[config.mk]
export PLATFORM = sky130hd
export DESIGN_NAME = mul_seq_32bit
export DESIGN_NICKNAME = d
export VERILOG_FILES = /design/src/rtl/alu_pkg.sv /design/src/rtl/adder_32bit.sv /design/src/rtl/mul_seq_32bit.sv
export SDC_FILE = /design/constraint.sdc
export NUM_CORES = 1
export LEC_CHECK = 0
export CORE_MARGIN = 2
export CORE_UTILIZATION = 23
export DETAILED_ROUTE_END_ITERATION = 6
export PLACE_DENSITY = 0.52
export REMOVE_ABC_BUFFERS = 1
export SKIP_LAST_GASP = 1
export SYNTH_ARGS = -nofsm -noshare
export SYNTH_HDL_FRONTEND = slang
export SYNTH_SLANG_ARGS = --single-unit
[constraint.sdc]
create_clock -name clk -period 14.95 [get_ports clk]
set_input_delay 4.485 -clock clk [delete_from_list [all_inputs] [get_ports clk]]
set_output_delay 4.485 -clock clk [all_outputs]
set_load 0.02 [all_outputs]
[src/rtl/alu_pkg.sv]
// Shared ALU definitions: datapath width, iteration counter width, multiplier FSM states.
package alu_pkg;
  localparam int unsigned DATA_W = 32;
  localparam int unsigned CNT_W  = 5;

  typedef enum logic [1:0] {
    IDLE = 2'd0,
    RUN  = 2'd1,
    DONE = 2'd2
  } state_t;
endpackage

[src/rtl/adder_32bit.sv]
// 32-bit ripple-carry adder; the carry-out is the 33rd sum bit.
module adder_32bit
  import alu_pkg::*;
(
  input  logic [DATA_W-1:0] a,
  input  logic [DATA_W-1:0] b,
  input  logic              cin,
  output logic [DATA_W-1:0] s,
  output logic              c
);

  logic [DATA_W:0] w_cy;

  always_comb begin
    w_cy    = '0;
    s       = '0;
    w_cy[0] = cin;
    for (int unsigned i = 0; i < DATA_W; i++) begin
      s[i]      = a[i] ^ b[i] ^ w_cy[i];
      w_cy[i+1] = (a[i] & b[i]) | (w_cy[i] & (a[i] ^ b[i]));
    end
    c = w_cy[DATA_W];
  end

endmodule

[src/rtl/mul_seq_32bit.sv]
// Sequential unsigned 32x32->64 shift-add multiplier sharing one ripple adder
// over 32 iterations, with valid/ready handshakes on operands and product.
module mul_seq_32bit
  import alu_pkg::*;
(
  input  logic        clk,
  input  logic        rst_n,
  input  logic        in_valid,
  output logic        in_ready,
  input  logic [31:0] a,
  input  logic [31:0] b,
  output logic        out_valid,
  input  logic        out_ready,
  output logic [63:0] product,
  output logic        busy
);

  state_t            r_state;
  state_t            w_state_nxt;
  logic [DATA_W-1:0] r_mcand;
  logic [DATA_W-1:0] r_hi;
  logic [DATA_W-1:0] r_lo;
  logic [CNT_W-1:0]  r_cnt;
  logic [DATA_W-1:0] w_sum;
  logic              w_cout;

  adder_32bit u_adder (
    .a   (r_hi),
    .b   (r_mcand),
    .cin (1'b0),
    .s   (w_sum),
    .c   (w_cout)
  );

  always_comb begin
    w_state_nxt = r_state;
    case (r_state)
      IDLE:    if (in_valid) w_state_nxt = RUN;
      RUN:     if (r_cnt == CNT_W'(DATA_W - 1)) w_state_nxt = DONE;
      DONE:    if (out_ready) w_state_nxt = IDLE;
      default: w_state_nxt = IDLE;
    endcase
  end

  always_ff @(posedge clk or negedge rst_n) begin
    if (!rst_n) begin
      r_state <= IDLE;
      r_mcand <= '0;
      r_hi    <= '0;
      r_lo    <= '0;
      r_cnt   <= '0;
    end else begin
      r_state <= w_state_nxt;
      case (r_state)
        IDLE: begin
          if (in_valid) begin
            r_mcand <= a;
            r_hi    <= '0;
            r_lo    <= b;
            r_cnt   <= '0;
          end
        end
        RUN: begin
          // {hi,lo} shifts right by one; the adder carry becomes hi's new MSB
          if (r_lo[0]) begin
            r_hi <= {w_cout, w_sum[DATA_W-1:1]};
            r_lo <= {w_sum[0], r_lo[DATA_W-1:1]};
          end else begin
            r_hi <= {1'b0, r_hi[DATA_W-1:1]};
            r_lo <= {r_hi[0], r_lo[DATA_W-1:1]};
          end
          r_cnt <= r_cnt + 1'b1;
        end
        default: ;
      endcase
    end
  end

  assign in_ready  = (r_state == IDLE);
  assign out_valid = (r_state == DONE);
  assign busy      = (r_state == RUN);
  assign product   = {r_hi, r_lo};

endmodule

==> metrics.txt <==
status finished clean; setup bufs post-CTS 0; area share of the largest cell type after synthesis 49.09%; Synth Flop Type dfrtp_1; unrepaired setup endpoints after global routing no; Setup CP Type reg -> reg; setup tns final 0 ps; CTS Hold Bufs 0; First DRT Iteration DRCs 291; Int Pwr 1.031 mW; max-slew violation count 0; die width 155.1 um; row count 55; Detail Placement HPWL 9.364 mm; DP Area 6794 um2; vias 3,811; vias in the first global route 4,069; GPL Wtd Cong 0.7516; sequential area share after synthesis 49.09%; number of I/O pins 135; Reg2Reg Capture Point r_hi[30]; Max VDD drop 0.07581 mV; Worst Hold End r_cnt[2]; detailed-route wire length 13.87 mm; reg2reg start r_hi[0]; Yosys reg bits 103; largest stage delay on the critical path 430 ps; Area contributors post-synth dfrtp_1 (49%), fa_1 (12%), o22ai_1 (7.5%); Lkg Pwr 2.885 nW; CTS tree done; Post-synth EDFFs 0; switching power 0.7285 mW; yosys warns 0; nets 646; grt ovf 0; post_cts resized 0; Tmin final 13,200 ps; ys async rst share 100.0%; CP Max Fanout 4; Reg clk slew, reported paths 80 ps; clk buf depth 2; diodes inserted 0; Comb pwr share 52.9%; CP startpoint kind register; largest net degree at the start of global routing 72; Worst Path Required 15,150 ps; synth unique cells 30; Area growth syn-to-layout 35.15%; PwrDens 247.9 nW/um2; worst hold path class reg -> reg; number of setup violations in the final report 0; Starting Density 23.33%; Final Hold Viols 0; Most common cell on crit path fa_1; Syn Std Cell Area 5250 um2; setup ws final 1747 ps; Mapped Cells 427; critical path's slowest cell fa_1; cell taking the most area after synthesis dfrtp_1; Sw Ratio 41.41%; first-pass GRT wire length 22.62 mm; vias per cell 4.570; die height 155.1 um; die footprint 24,050 um2; Reg2Reg Setup Slack 1750 ps; Met2 Routed Length 7.000 mm; drt first pass iters 4; Worst-Margin Slew 1063 ps; H-tree depth 3; clock share of power 14.0%; CTS root buf clkbuf_16; Max-slew headroom 29.02%; TritonCTS Buffers 9; final instance area 7096 um2; clock latency on the worst-skew pair 350 ps; DRC 0; Sequential Power Share 33.1%; total track usage 11.96%; highest routed layer met5; core region area 22,500 um2; WP data arrival 13,410 ps; met3 WL 716 um; Worst Reg-to-Reg Cells 36; post-route ant nets 0; Placement Setup Slack 1728 ps; final period utilization 88.32%; Max Cap Violations 0; CTS Sinks 103; M1 WL 6.019 mm; hold path depth 1; hold path start r_cnt[2]; layout cell share with drive strength beyond 1 10.56%; Setup crit end kind register; Layout Skew 8.137 ps; initial antenna violation count 1; fmax 75.74 MHz; Avg Cell Area, Syn 12.30 um2; top-count cell post-synth dfrtp_1; Port Buffers 134; list of most frequent post-synthesis cells dfrtp_1 (103), o22ai_1 (63), nand2_1 (39); WL/cell 16.63 um
## cell usage in the layout (no fill, tap or decap), types with 2 or more instances in the layout
master / synthesis / routed
nand3_1: 2 / 2
mux2_2: 6 / 6
a21oi_1: 31 / 31
inv_1: 8 / 8
clkbuf_16: 0 / 9
a22o_1: 2 / 2
ha_1: 3 / 3
dfrtp_1: 103 / 102
o21ai_0: 35 / 35
mux2_4: 26 / 26
fa_1: 31 / 31
nor2_1: 2 / 2
clkinvlp_4: 0 / 2
nand2_1: 39 / 39
inv_6: 0 / 3
buf_4: 6 / 5
o22ai_1: 63 / 63
mux2i_1: 33 / 33
clkdlybuf4s50_1: 0 / 133
## worst max path at each step
| stage | start | endpoint | slack [ps] | cells past startpoint |
|---|---|---|---|---|
| finish | r_hi[0] | r_hi[30] | 1750 | 36 |
| global route | r_hi[0] | r_hi[30] | 1270 | 36 |
| CTS | r_hi[0] | r_hi[30] | 1660 | 36 |
| detailed placement | r_hi[0] | r_hi[30] | 1730 | 36 |
| global placement | r_hi[0] | r_hi[30] | 1880 | 36 |
| floorplan | r_hi[0] | r_hi[30] | 2210 | 36 |
## sequential cells by signal, summed over array words and instances (netlist names)
register / cells
r_cnt: 5
r_hi: 32
r_lo: 32
r_mcand: 32
r_state: 2
## final cells by class
class	count	area, um2
Sequential cell	103	2579
Clock buffer	9	225.2
Timing Repair Buffer	138	1369
Fill cell	2252	15410
Inverter	9	33.78
Tap cell	285	356.6
Multi-Input combinational cell	283	2456
Clock inverter	7	76.32
## per-layer routing
layer,global-route usage (%),up-vias
met5,0,-
met4,3.086,2
met1,15.25,1941
met3,3.510,11
li1,-,1768
met2,19.92,89
## power by group through the flow
| stage | clock network [mW] | logic, mW | registers [mW] |
|---|---|---|---|
| after CTS | 0.257 | 0.946 | 0.585 |
| after floorplan | 0 | 0.492 | 0.668 |
| after detailed placement | 0 | 0.944 | 0.590 |
| final | 0.247 | 0.930 | 0.582 |
| after global routing | 0.269 | 1.05 | 0.610 |
| after global placement | 0 | 0.907 | 0.583 |
## metrics by stage
step / power (mW) / utilization (%) / hold slack [ps] / std cells
3_3_place_gp: 1.490 / 30.19 / 478.6 / 818
5_1_grt: 1.926 / 31.53 / 537.9 / 834
2_1_floorplan: 1.160 / - / 464.7 / 395
4_1_cts: 1.789 / 31.53 / 510.8 / 834
6_report: 1.759 / 31.53 / 505.2 / 834
3_5_place_dp: 1.533 / 30.19 / 502.3 / 818
## logic make-up (layout without fill, tap and decap cells)
family                     Yosys count  after routing  share of synthesized area, %
buffers and inverters               41            163                         4.313
xor gates and xnor gates             1              1                        0.1669
muxes                               65             65                         15.01
adders and majority gates           34             34                         12.54
DFF                                103            103                         49.09
AOI/OAI and AO/OA                  134            134                         14.63
and+or+nand+nor                     49             49                         4.242
## worst max-delay path: cells and delay by family, from the launching register on
family	cells	cell delay [ps]
flops	1	420
buf+inv	2	120
compound gates	1	80
fa+ha+maj	32	12270
mux	1	130
No activity file was read; power rests on OpenSTA's default activity.
